<file path="src/rtl/icache_pkg.sv">
// Shared definitions for the instruction-cache miss issue block: default
// configuration constants and the miss request record queued toward memory.
package icache_pkg;

    // Default configuration
    localparam int N_DEF         = 4;
    localparam int ADDR_W_DEF    = 32;
    localparam int MAX_OUTST_DEF = 4;
    localparam int ID_W_DEF      = $clog2(N_DEF);

    // Miss request record for the default configuration. The top level builds
    // a width-parameterised record with the same field order {addr, id}, so a
    // default build stores exactly this layout in the FIFO.
    typedef struct packed {
        logic [ADDR_W_DEF-1:0] addr;
        logic [ID_W_DEF-1:0]   id;
    } miss_req_t;

    localparam int MISS_REQ_W_DEF = $bits(miss_req_t);

endpackage

</file>
<file path="src/rtl/miss_req_fifo.sv">
// Two-entry FIFO for pending miss requests. One-bit pointers wrap modulo 2 and
// full/empty come from a 2-bit occupancy count. Push while full and pop while
// empty are ignored, so the caller cannot corrupt the occupancy.
module miss_req_fifo #(
    parameter int WIDTH = 8
) (
    input  logic             clk,
    input  logic             rst_n,
    input  logic             push,
    input  logic [WIDTH-1:0] din,
    input  logic             pop,
    output logic [WIDTH-1:0] dout,
    output logic             full,
    output logic             empty
);

    logic [WIDTH-1:0] mem_q [2];
    logic             wr_ptr_q;
    logic             rd_ptr_q;
    logic [1:0]       count_q;
    logic [1:0]       count_d;
    logic             do_push;
    logic             do_pop;

    // Qualify push/pop against the current occupancy
    always_comb begin
        full    = (count_q == 2'd2);
        empty   = (count_q == 2'd0);
        do_push = push & ~full;
        do_pop  = pop & ~empty;
    end

    // Occupancy next state; push and pop together leave it unchanged
    always_comb begin
        count_d = count_q;
        unique case ({do_push, do_pop})
            2'b10:   count_d = count_q + 2'd1;
            2'b01:   count_d = count_q - 2'd1;
            default: count_d = count_q;
        endcase
    end

    // Pointer and occupancy registers
    always_ff @(posedge clk or negedge rst_n) begin
        if (!rst_n) begin
            wr_ptr_q <= 1'b0;
            rd_ptr_q <= 1'b0;
            count_q  <= 2'd0;
        end else begin
            if (do_push) wr_ptr_q <= ~wr_ptr_q;
            if (do_pop)  rd_ptr_q <= ~rd_ptr_q;
            count_q <= count_d;
        end
    end

    // Entry storage, written at the write pointer on push
    always_ff @(posedge clk or negedge rst_n) begin
        if (!rst_n) begin
            for (int i = 0; i < 2; i++) begin
                mem_q[i] <= '0;
            end
        end else if (do_push) begin
            mem_q[wr_ptr_q] <= din;
        end
    end

    // Head of queue drives the output directly
    always_comb begin
        dout = mem_q[rd_ptr_q];
    end

endmodule

</file>
<file path="src/rtl/icache_miss_issue.sv">
// Instruction-cache miss issue stage. Accepts the requestor picked by an
// upstream one-hot grant, queues {addr, id} in a 2-entry FIFO and presents the
// head to memory. A credit counter bounds in-flight memory requests; protocol
// violations (multi-hot grant, response without outstanding request) set a
// sticky error flag.
// Optional feature: define ICACHE_MISS_ISSUE_PERF_EN to add perf_stall_cnt,
// a saturating count of cycles where a granted requestor was valid but not
// accepted.
import icache_pkg::*;

module icache_miss_issue #(
    parameter int N         = N_DEF,
    parameter int ADDR_W    = ADDR_W_DEF,
    parameter int MAX_OUTST = MAX_OUTST_DEF
) (
    input  logic                 clk,
    input  logic                 rst_n,
    input  logic [N-1:0]         req_vld,
    input  logic [N*ADDR_W-1:0]  req_addr,
    input  logic [N-1:0]         grant,
    output logic [N-1:0]         req_rdy,
    output logic                 mem_req_vld,
    input  logic                 mem_req_rdy,
    output logic [ADDR_W-1:0]    mem_req_addr,
    output logic [$clog2(N)-1:0] mem_req_id,
    input  logic                 mem_rsp_vld,
    output logic                 err_o
`ifdef ICACHE_MISS_ISSUE_PERF_EN
    ,
    output logic [31:0]          perf_stall_cnt
`endif
);

    localparam int ID_W   = $clog2(N);
    localparam int CRED_W = $clog2(MAX_OUTST + 1);
    localparam logic [CRED_W-1:0] CRED_MAX = CRED_W'(MAX_OUTST);

    // Same field order as icache_pkg::miss_req_t, sized by this instance
    typedef struct packed {
        logic [ADDR_W-1:0] addr;
        logic [ID_W-1:0]   id;
    } req_t;

    localparam int REQ_W = $bits(req_t);

    logic              grant_any;
    logic              grant_onehot;
    logic              grant_multi;
    logic              accept_ok;
    logic              accept;
    logic [ID_W-1:0]   sel_id;
    logic [ADDR_W-1:0] sel_addr;
    req_t              push_req;
    req_t              head_req;
    logic [REQ_W-1:0]  head_bits;
    logic              q_full;
    logic              q_empty;
    logic              pop;
    logic [CRED_W-1:0] credit_q;
    logic [CRED_W-1:0] credit_d;
    logic              underflow;
    logic              err_q;
    logic              err_d;

    // Grant shape decode: x & (x-1) clears the lowest set bit
    always_comb begin
        grant_any    = (grant != '0);
        grant_onehot = grant_any && ((grant & (grant - N'(1))) == '0);
        grant_multi  = grant_any && !grant_onehot;
    end

    // Accept gating; rst_n keeps req_rdy low while reset is asserted
    always_comb begin
        accept_ok = rst_n & grant_onehot & ~q_full & (credit_q != '0);
        req_rdy   = grant & req_vld & {N{accept_ok}};
        accept    = |req_rdy;
    end

    // Select address and index of the granted requestor
    always_comb begin
        sel_id   = '0;
        sel_addr = '0;
        for (int i = 0; i < N; i++) begin
            if (grant[i]) begin
                sel_id   = ID_W'(i);
                sel_addr = req_addr[i*ADDR_W +: ADDR_W];
            end
        end
        push_req.addr = sel_addr;
        push_req.id   = sel_id;
    end

    miss_req_fifo #(
        .WIDTH (REQ_W)
    ) u_fifo (
        .clk   (clk),
        .rst_n (rst_n),
        .push  (accept),
        .din   (push_req),
        .pop   (pop),
        .dout  (head_bits),
        .full  (q_full),
        .empty (q_empty)
    );

    // Memory side is driven straight from the FIFO head
    always_comb begin
        head_req     = req_t'(head_bits);
        mem_req_vld  = ~q_empty;
        mem_req_addr = head_req.addr;
        mem_req_id   = head_req.id;
        pop          = ~q_empty & mem_req_rdy;
    end

    // Credit next state; a response with nothing outstanding is an underflow
    always_comb begin
        credit_d  = credit_q;
        underflow = 1'b0;
        if (accept && !mem_rsp_vld) begin
            credit_d = credit_q - CRED_W'(1);
        end else if (!accept && mem_rsp_vld) begin
            if (credit_q == CRED_MAX) begin
                underflow = 1'b1;
            end else begin
                credit_d = credit_q + CRED_W'(1);
            end
        end
    end

    // Sticky error accumulates protocol violations
    always_comb begin
        err_d = err_q | grant_multi | underflow;
        err_o = err_q;
    end

    // Credit and error registers
    always_ff @(posedge clk or negedge rst_n) begin
        if (!rst_n) begin
            credit_q <= CRED_MAX;
            err_q    <= 1'b0;
        end else begin
            credit_q <= credit_d;
            err_q    <= err_d;
        end
    end

`ifdef ICACHE_MISS_ISSUE_PERF_EN
    logic        stall;
    logic [31:0] stall_cnt_q;

    // A stall is a valid granted requestor that was not taken this cycle
    always_comb begin
        stall          = (|(grant & req_vld)) & ~accept;
        perf_stall_cnt = stall_cnt_q;
    end

    // Saturating stall counter
    always_ff @(posedge clk or negedge rst_n) begin
        if (!rst_n) begin
            stall_cnt_q <= '0;
        end else if (stall && (stall_cnt_q != '1)) begin
            stall_cnt_q <= stall_cnt_q + 32'd1;
        end
    end
`endif

endmodule

</file>
<file path="config.mk">
export PLATFORM = sky130hd
export DESIGN_NAME = icache_miss_issue
export DESIGN_NICKNAME = d
export VERILOG_FILES = /design/src/rtl/icache_pkg.sv /design/src/rtl/miss_req_fifo.sv /design/src/rtl/icache_miss_issue.sv
export SDC_FILE = /design/constraint.sdc
export NUM_CORES = 1
export LEC_CHECK = 0
export ABC_AREA = 1
export ABC_CLOCK_PERIOD_IN_PS = 2200
export CORE_ASPECT_RATIO = 0.5
export CORE_MARGIN = 10
export CORE_UTILIZATION = 41
export DETAILED_ROUTE_END_ITERATION = 10
export HOLD_SLACK_MARGIN = 0.02
export PLACE_DENSITY = 0.89
export SYNTH_ARGS = -nofsm -noshare
export SYNTH_HDL_FRONTEND = slang
export SYNTH_SLANG_ARGS = --single-unit
export TNS_END_PERCENT = 50
</file>
<file path="constraint.sdc">
create_clock -name clk -period 2.2 [get_ports clk]
set_input_delay 0.33 -clock clk [delete_from_list [all_inputs] [get_ports clk]]
set_output_delay 0.33 -clock clk [all_outputs]
set_load 0.01 [all_outputs]
</file>
After elaboration in Yosys (flattened, before gate mapping)
Cells that the tools add are included.

Add/sub/neg operators: 5. Magnitude comparators: 3. Equal/unequal tests: 5. Bitwise gates (word level): 17. Reduce and logical (&&, ||, !) cells: 16. Multiplexer cells: 20.

Operators with widths (count): two-way mux 34 bit (4); two-way mux 32 bit (4); bitwise mux 68 bit (1); demux 34 bit (select 1 bit) (1); AND 4 bit (3); two-way mux 3 bit (3); AND 1 bit (6); logical AND 1 bit (5); == test 2 bit, second input constant (2); >= comparator 2 bit, second input constant (2); zero test 4 bit (1); two-way mux 1 bit (4); two-way mux 2 bit (2); inverter 1 bit (4); inverter 1 -> 2 bit (2); case mux 2 bit (2 select lines) (1); nonzero test 2 bit (2); nonzero test 4 bit (1); OR reduction 4 bit (1); subtractor 4 x 1 -> 4 bit, second input constant (1); adder 3 x 1 -> 3 bit, second input constant (1); == test 3 bit, second input constant (1); zero test 1 bit (3); nonzero test 3 bit (1); 9 further kinds (10).

Word-level logic and storage cells: 73. Output and inout bits: 40. Bits in registers: 76.

Depth between registers and ports, before layout
Gate-level depths: netlist of run 1.

Word-level depth: 14. Depth in mapped cells: 15.

Hierarchy
From an unflattened synthesis of run 1, not the netlist that was laid out.

Cell total of the unflattened synthesis: 722. Area, all modules: 4863.4 um2.

By module, submodules not included: miss_req_fifo (area an instance 3473.3 um2, seq. area each 1801.7 um2, times used 1, cells an instance 441); icache_miss_issue (area an instance 1390.1 um2, seq. area each 101.3 um2, times used 1, cells an instance 281).

Worst setup path after synthesis of run 1
No wires, ideal clock.

Kind: flip-flop to flip-flop. Start point: register credit_q[2]. End point: register credit_q[2]. Stages on the path, launching flop included: 14. Arrival time: 2310 ps. Buffers on the path: 1. Setup slack: -184 ps. Period minus slack after synthesis: 2384 ps. Cells stage by stage: dfstp_2 > inv_1 > nand2_1 > nand3_2 > nor2_4 > o21ai_2 > nand2_4 > buf_4 > ha_1 > inv_1 > fa_1 > or2_2 > nand3_1 > xor2_1.

Cells in the longest elaborated chain, start to end: 8. Elaborated cells on any way between the ends: 16. Classes of those cells: add/sub: 2; eq/ne: 2; mux: 3; bitwise: 2; reduce/logical: 7.

RTL lines: from (decl) (RTL line icache_miss_issue.sv:59) `logic [CRED_W-1:0] credit_q;`; from (signal assigned) (RTL line icache_miss_issue.sv:142) `credit_q <= credit_d;`; nonzero test 3 bit (RTL line icache_miss_issue.sv:74) `accept_ok = rst_n & grant_onehot & ~q_full & (credit_q != '0);`; AND 1 bit (RTL line icache_miss_issue.sv:74); AND 4 bit (RTL line icache_miss_issue.sv:75) `req_rdy = grant & req_vld & {N{accept_ok}};`; OR reduction 4 bit (RTL line icache_miss_issue.sv:76) `accept = |req_rdy;`; zero test 1 bit (RTL line icache_miss_issue.sv:121) `end else if (!accept && mem_rsp_vld) begin`; logical AND 1 bit (RTL line icache_miss_issue.sv:121); nonzero test 2 bit (no line); AND reduction 2 bit (no line).

Parallel ways exist; a longest one is shown, timed or not. The select of a mux whose other input is x is not followed. A chain may end at the register's enable or synchronous reset.

Final worst setup path of run 1
Start point: register u_fifo.rd_ptr_q. End point: output mem_req_addr[25].

Cells in the longest elaborated chain, start to end: 4.

RTL lines: from (decl) (RTL line miss_req_fifo.sv:19) `logic rd_ptr_q;`; from (signal assigned) (RTL line miss_req_fifo.sv:51) `if (do_pop) rd_ptr_q <= ~rd_ptr_q;`; inverter 1 -> 2 bit (not written as such) (RTL line miss_req_fifo.sv:69) `dout = mem_q[rd_ptr_q];`; two-way mux 34 bit (not written as such) (3 in series) (RTL line miss_req_fifo.sv:69); to (decl) (RTL line icache_miss_issue.sv:24) `output logic [ADDR_W-1:0] mem_req_addr,`.

Every way passes these cells. The select of a mux whose other input is x is not followed.

==> results by group, run 1 <==
Pwr
  • Psw: 0.00278 W
  • Comb power frac: 45.7%
  • Power share of the clock group: 22.7%
  • Peak supply drop: 0.599 mV
  • Net Sw Frac: 37.2%
  • Leak pwr: 3.80 nW
  • Cell Pwr Density: 1040 nW/um2
  • Sequential power share: 31.6%
  • Int Power: 0.00469 W

Setup path
  • WP buf/inv: 3
  • Critical Path Fanout Max: 28
  • Most frequent CP cell: nand2_1
  • Cell family with most CP delay: buffers and inverters
  • CP startpoint: u_fifo.rd_ptr_q
  • FF-to-FF Start: credit_q[2]
  • Arr. time, crit path: 1.81 ns
  • Critical Path RT: 1.87 ns
  • CP Launch Type: flop
  • Largest stage delay, worst path: 0.56 ns
  • Crit Path Class: flop to output pin
  • Slowest-stage cell, CP: clkdlybuf4s50_1
  • Worst path cell trace: clkinv_1 -> buf_12 -> nand2_1 -> nand2_1 -> clkdlybuf4s50_1
  • Crit path capture type: output pin

Yosys
  • Post-synth top flop: dfrtp_1
  • Mapped Cells: 729
  • Most instantiated library cell after synthesis: nand2_1
  • Post-synth top cells: 414 x nand2_1, 134 x nand3_1, 75 x dfrtp_1
  • Register bit total from synthesis: 76
  • Synth area leaders: dfrtp_1 40%, nand2_1 33%, nand3_1 14%
  • Synth Warn #: 0
  • Synth Net Count: 873
  • Largest family of logic cells by synthesized area: simple AND/OR/NAND/NOR gates
  • Post-synth top area share: 39.6%
  • Synth Area in Simple Gates: 49.2%
  • Post-synthesis cell area: 4740 um2
  • Compound-Gate Fraction of Synth Area: 1.32%
  • Sequential share of the synthesized area: 40.1%
  • Syn_area_per_cell: 6.50 um2
  • Post-synthesis mux area share: 0%
  • XOR/XNOR Fraction of Synth Area: 0.924%
  • Fraction of registers with async set/reset: 100%
  • Post-synth top area cell: dfrtp_1
  • Synth cell types: 26
  • Synth Area in Adders: 1.21%
  • EDFF count, synth: 0

Clock tree
  • Worst skew pair latency: 0.34 ns
  • Max clock buf depth: 2
  • CTS buffer count: 9
  • CTS Sinks: 76
  • Root buffer cell: clkbuf_16
  • CTS tree: built
  • CTS H-tree lvls: 3
  • Clock Pin Slew Worst Setup and Hold Paths: 0.06 ns
  • Hold_buf cts: 0

Timing
  • Measured slew at the worst slew-check pin: 0.968 ns
  • Final critical-path required period: 2.14 ns
  • RSZ-0062 raised after global routing: true
  • Setup TNS: 0 ns
  • Slew margin rel.: 35.4%
  • Max-slew violation count: 0
  • Final count of negative-setup-slack endpoints: 0
  • Peak Freq: 466 MHz
  • Clock skew: 0.00256 ns
  • Period utilization: 97.5%
  • WHS: 0.224 ns
  • Count of final hold-check violations: 0

Routing
  • WL per Instance: 16.5 um
  • DRC viols: 0
  • WL final: 17,500 um
  • Detail Route Antenna Nets: 0
  • Starting DRT DRC Count: 545
  • Via count: 5,489
  • Detailed Routing Iterations Pass 1: 6
  • Via-to-Cell Ratio: 5.18

Global routing
  • Total track usage: 20.7%
  • Global-route wire length before repair: 27,200 um
  • Initial antenna violation count: 0
  • Vias in the first global route: 5,489
  • Remaining Overflow, GRT: 0
  • Largest net degree at the start of global routing: 77

Final layout
  • Final core utilization: 64.6%
  • NumNets Final: 1,054
  • # diodes: 0
  • Layout cells sized above 1: 8.42%
  • Fill count: 892
  • Design Area, Final: 7210 um2
  • Post-Layout Cell Count: 1,059
  • Area Growth Syn to Fin: 52.0%

Floorplanning
  • Die ar.: 16,500 um2
  • Core Box Area: 11,100 um2
  • Initial core utilization: 42.5%
  • Row count: 27
  • Die X: 172 um
  • Die Height: 96.0 um
  • Io pins: 180

Placed design
  • Placed cells: 1,042
  • Post-DP Area: 6830 um2
  • IO Port Bufs: 179
  • Placer Congestion: 0.851
  • Hpwl dp: 12,700 um

Worst hold path
  • Min-delay worst type: primary input to asynchronous set/reset pin

Outcome
  • Run status: finished clean

Job
  • Max cap viols: 0
-- per-layer routing --
metal  wire length (um)  track usage, %  vias to the layer above
li1                   -               -                     2643
met1               6580            23.2                     2581
met2               9210            38.1                      222
met3               1130            4.16                       43
met4                583            9.19                        0
met5                  0               0                        -
-- logic make-up (layout without fill, tap and decap cells) --
kind of cell / count (synthesis) / after routing
AOI/OAI and AO/OA: 10 / 10
xor gates and xnor gates: 5 / 5
adders and majority gates: 4 / 4
buffers and inverters: 70 / 255
DFF: 76 / 76
and+or+nand+nor: 564 / 564
-- metrics by stage --
stage | worst slack [ns] | total power (W)
after floorplan | -0.0229 | 0.00397
after global placement | -0.244 | 0.00556
after detailed placement | -0.359 | 0.00570
after CTS | 0.0213 | 0.00744
after global routing | -0.0513 | 0.00792
final | 0.0559 | 0.00747
-- path summary, 6_finish.rpt --
kind | endpoint | slack (ns) | depth (start not counted)
min | u_fifo.count_q[1] | 0.22 | 2
max reg2reg | credit_q[2] | 0.07 | 12
min in group clk | u_fifo.mem_q[36] | 0.47 | 2
max in group asynchronous | u_fifo.rd_ptr_q | 1.27 | 2
max | mem_req_addr[25] | 0.06 | 5
min reg2reg | u_fifo.mem_q[36] | 0.47 | 2
-- repair_timing --
| item | 4_1_cts | 5_1_grt |
|---|---|---|
| buffers inserted | 0 | 2 |
| pin swaps | 0 | 3 |
| endpoints found under the setup margin | 21 | 28 |
| gates resized for setup | 8 | 11 |
-- layout by cell type (no fill, tap or decap) --
master / n
ha_1: 2
or2_4: 1
clkinv_1: 3
nor2_4: 1
nand2_2: 1
clkinvlp_4: 1
a21oi_1: 2
nand2_1: 413
nand3_2: 2
xor2_1: 4
clkbuf_16: 9
nor2_1: 7
o21ai_0: 2
dfrtp_1: 74
nor2_2: 3
dfrtp_2: 1
a31oi_1: 1
xnor2_1: 1
nand3_1: 133
ha_4: 1
buf_12: 6
bufinv_16: 3
clkbuf_8: 1
fa_2: 1
clkbuf_1: 1
o21ai_2: 3
dlymetal6s2s_1: 8
o21ai_1: 1
a21oi_2: 1
inv_1: 15
buf_6: 1
inv_2: 4
dlygate4sd2_1: 5
clkdlybuf4s50_1: 165
nand2_4: 3
dfstp_2: 1
buf_4: 33
-- power by group through the flow --
stage	registers (W)	clock network, W	logic [W]
finish	0.00236	0.00170	0.00341
global route	0.00241	0.00176	0.00375
CTS	0.00234	0.00171	0.00339
detailed placement	0.00234	0	0.00335
global placement	0.00230	0	0.00326
floorplan	0.00224	0	0.00173
-- state kept, by name, summed over array words and instances (netlist names) --
| name | count |
|---|---|
| err_o | 1 |
| u_fifo.wr_ptr_q | 1 |
| credit_q | 3 |
| u_fifo.count_q | 2 |
| u_fifo.rd_ptr_q | 1 |
| u_fifo.mem_q | 68 |
-- layout make-up --
type / count / area [um2] / area share (%)
clock inverters: 4 / 97.6 / 1.35
inverters: 22 / 82.6 / 1.15
clock buffers: 11 / 243 / 3.37
well taps: 145 / 181 / 2.52
flip-flops and latches: 76 / 1900 / 26.4
repair buffers: 218 / 2170 / 30.2
multi-input cells: 583 / 2520 / 35.0
No activity file was read; power rests on OpenSTA's default activity.
==> inputs of run 2 (changes only) <==
--- a/config.mk
+++ b/config.mk
@@ -6,7 +6,6 @@
 export NUM_CORES = 1
 export LEC_CHECK = 0
 export ABC_AREA = 1
-export ABC_CLOCK_PERIOD_IN_PS = 2200
 export CORE_ASPECT_RATIO = 0.5
 export CORE_MARGIN = 10
 export CORE_UTILIZATION = 41
==> results of run 2 <==
The final DEF is identical to that of run 1; final timing and power are the same.
==> inputs of run 3 (changes only) <==
--- a/config.mk
+++ b/config.mk
@@ -7,7 +7,6 @@
 export LEC_CHECK = 0
 export ABC_AREA = 1
 export CORE_ASPECT_RATIO = 0.5
-export CORE_MARGIN = 10
 export CORE_UTILIZATION = 41
 export DETAILED_ROUTE_END_ITERATION = 10
 export HOLD_SLACK_MARGIN = 0.02
==> run 3 against run 2 <==
  * Fmax grew 0.48%
  * Via count shrank 2.0%
  * Sequential power is essentially flat
  * Clock skew grew 0.0021 ns
  * Non-clock buffer count shrank 3
  * Critical path type is now flop to flop
  * Largest power group unchanged
  * Highest routed layer unchanged
==> results by group, run 3 (synthesized netlist as in run 1, its figures left out) <==
Pwr
  • Cell Pwr Density: 1000 nW/um2 (-3.4%)
  • Leak pwr: 3.66 nW (-3.6%)
  • Peak supply drop: 0.546 mV (-8.9%)

Final layout
  • Most frequent cells in the layout: 413 x nand2_1, 170 x clkdlybuf4s50_1, 133 x nand3_1
  • Fill count: 920 (+3.1%)
  • Most common cell after layout, fill and taps aside: nand2_1
  • NumNets Final: 1,051 (-0.28%)
  • Register Area: 1900 um2 (about the same)
  • Top flop regs: u_fifo.mem_q (68), credit_q (3), u_fifo.count_q (2)
  • Area Growth Syn to Fin: 50.2%
  • Number of flip-flops in the largest register: 68 (unchanged)
  • # diodes: 0 (unchanged)
  • Layout cells sized above 1: 8.22% (-0.20 points)
  • Area of the multi-input gates: 2550 um2 (+0.94%)
  • Most flops, register: u_fifo.mem_q
  • Design Area, Final: 7120 um2 (-1.2%)
  • Post-Layout Cell Count: 1,057 (-0.19%)

Floorplanning
  • Die Height: 78.0 um (-19%)
  • Die ar.: 12,000 um2 (-27%)
  • Core Box Area: 11,100 um2 (-0.30%)
  • Die X: 154 um (-10%)
  • Initial core utilization: 42.7% (+0.13 points)
  • Io pins: 180 (unchanged)
  • Row count: 27 (unchanged)

Routing
  • WL final: 15,500 um (-11%)
  • Detail Route Antenna Nets: 0 (unchanged)
  • DRC viols: 0 (unchanged)
  • Via count: 5,378 (-2.0%)
  • WL per Instance: 14.7 um (-11%)
  • Starting DRT DRC Count: 455 (-17%)
  • Via-to-Cell Ratio: 5.09 (-1.8%)
  • Detailed Routing Iterations Pass 1: 5 (-1)

Placed design
  • Post-DP Area: 6790 um2 (-0.51%)
  • Pre-CTS WS: -0.412 ns (-0.0532 ns)
  • Placed cells: 1,039 (-0.29%)
  • Placer Congestion: 0.842 (-1.1%)
  • IO Port Bufs: 179 (unchanged)
  • Hpwl dp: 11,200 um (-12%)

Timing
  • Clock skew: 0.00461 ns (+0.00205 ns)
  • Period utilization: 97.0% (-0.46 points)
  • WHS: 0.262 ns (+0.0373 ns)
  • Measured slew at the worst slew-check pin: 0.960 ns (-0.00851 ns)
  • RSZ-0062 raised after global routing: true
  • Slew margin rel.: 36.0% (+0.57 points)
  • Final critical-path required period: 2.13 ns (-0.0102 ns)
  • Max-slew violation count: 0 (unchanged)
  • Peak Freq: 469 MHz (+0.48%)
  • Smallest setup slack after layout: 0.0661 ns (+0.0102 ns)
  • Count of final hold-check violations: 0 (unchanged)
  • Final count of negative-setup-slack endpoints: 0 (unchanged)

Clock tree
  • Max clock buf depth: 2 (unchanged)
  • CTS tree: built
  • Root buffer cell: clkbuf_16
  • Worst skew pair latency: 0.34 ns (about the same)
  • CTS buffer count: 9 (unchanged)
  • CTS H-tree lvls: 3 (unchanged)
  • CTS Sinks: 76 (unchanged)
  • Clock Pin Slew Worst Setup and Hold Paths: 0.06 ns (about the same)

Global routing
  • Vias in the first global route: 5,221 (-4.9%)
  • Met2 GRT Util: 46.5% (+8.4 points)
  • Largest net degree at the start of global routing: 77 (unchanged)
  • Met1 usage: 32.4% (+9.2 points)
  • GRT met3 Usage: 3.92% (-0.24 points)
  • Global-route wire length before repair: 25,000 um (-8.3%)
  • Initial antenna violation count: 0 (unchanged)
  • Total track usage: 26.3% (+5.5 points)
  • GR peak layer: met2
  • Remaining Overflow, GRT: 0 (unchanged)

Setup path
  • Reg-to-Reg End: credit_q[2]
  • Crit Path Class: flop to flop
  • Reg2Reg Depth: 12 (unchanged)
  • Critical Path RT: 2.46 ns (+0.59 ns)
  • CP startpoint: credit_q[2]
  • Crit path capture type: flop
  • FF-to-FF Start: credit_q[2]
  • Critical Path Fanout Max: 3 (-89%)
  • Reg-to-reg setup timing slack: 0.07 ns (about the same)
  • Arr. time, crit path: 2.39 ns (+0.58 ns)
  • CP Launch Type: flop

Outcome
  • Run status: finished clean

Job
  • Max cap viols: 0 (unchanged)

Worst hold path
  • Min-delay worst type: primary input to asynchronous set/reset pin
==> run 3: cell types whose count changed in the layout (fill, tap and decap cells not counted), moves of 2 or more <==
cell             change
bufinv_16            -3
clkbuf_8             +2
clkdlybuf4s50_1      +5
clkinv_2             +2
dlygate4sd2_1        +2
dlymetal6s2s_1       -7
==> run 3: worst max-delay path, stage by stage (launching register included) <==
cell and delay, ns:
dfstp_2 0.56, inv_2 0.05, nand2_2 0.08, nand3_4 0.07, nor2_4 0.12, o21ai_2 0.08, nand2_4 0.08, ha_4 0.13
inv_2 0.04, fa_2 0.36, or2_4 0.24, nand3_2 0.08, xor2_1 0.16
==> run 3: timing repair <==
action,CTS,global route
pin swaps,0,8
cloned,0,0
setup endpoints to repair,17,42
hold buffers,0,0
buffers inserted,0,2
gates resized for setup,8,7
==> run 3: area by class of cell <==
cell class | count | area share [%]
tap | 145 | 2.55
multi-input combinational | 583 | 35.8
clock inverter | 3 | 0.264
inverter | 22 | 1.16
sequential | 76 | 26.7
clock buffer | 13 | 3.80
timing repair buffer | 215 | 29.7
==> run 3: how the worst max path moves through the flow <==
stage / to / slack (ns) / cells past startpoint
2_1_floorplan: credit_q[2] / -0.02 / 13
3_3_place_gp: u_fifo.mem_q[3] / -0.24 / 12
3_5_place_dp: credit_q[2] / -0.41 / 13
4_1_cts: u_fifo.mem_q[13] / 0.01 / 12
5_1_grt: credit_q[2] / -0.03 / 12
6_report: credit_q[2] / 0.07 / 12
==> run 3: layer usage <==
| metal | share of wire, % | up-vias |
|---|---|---|
| met5 | 0 | - |
| met2 | 50 | 204 |
| met4 | 2.9 | 0 |
| met1 | 40 | 2498 |
| met3 | 6.8 | 40 |
| li1 | - | 2636 |
==> run 3: report_power, final <==
part | internal [W] | switching, W | total [W]
logic | 0.00157 | 0.00180 | 0.00337
registers | 0.00199 | 0.000347 | 0.00234
clock network | 0.000856 | 0.000562 | 0.00142
total | 0.00442 | 0.00271 | 0.00713
==> run 3: metrics by stage <==
step | power, W | util (%) | setup TNS [ns]
floorplan | 0.00397 | - | -0.0229
global placement | 0.00550 | 61.1 | -13.83
detailed placement | 0.00563 | 61.1 | -21.95
CTS | 0.00707 | 63.7 | 0
global route | 0.00758 | 64.1 | -0.0261
finish | 0.00713 | 64.1 | 0
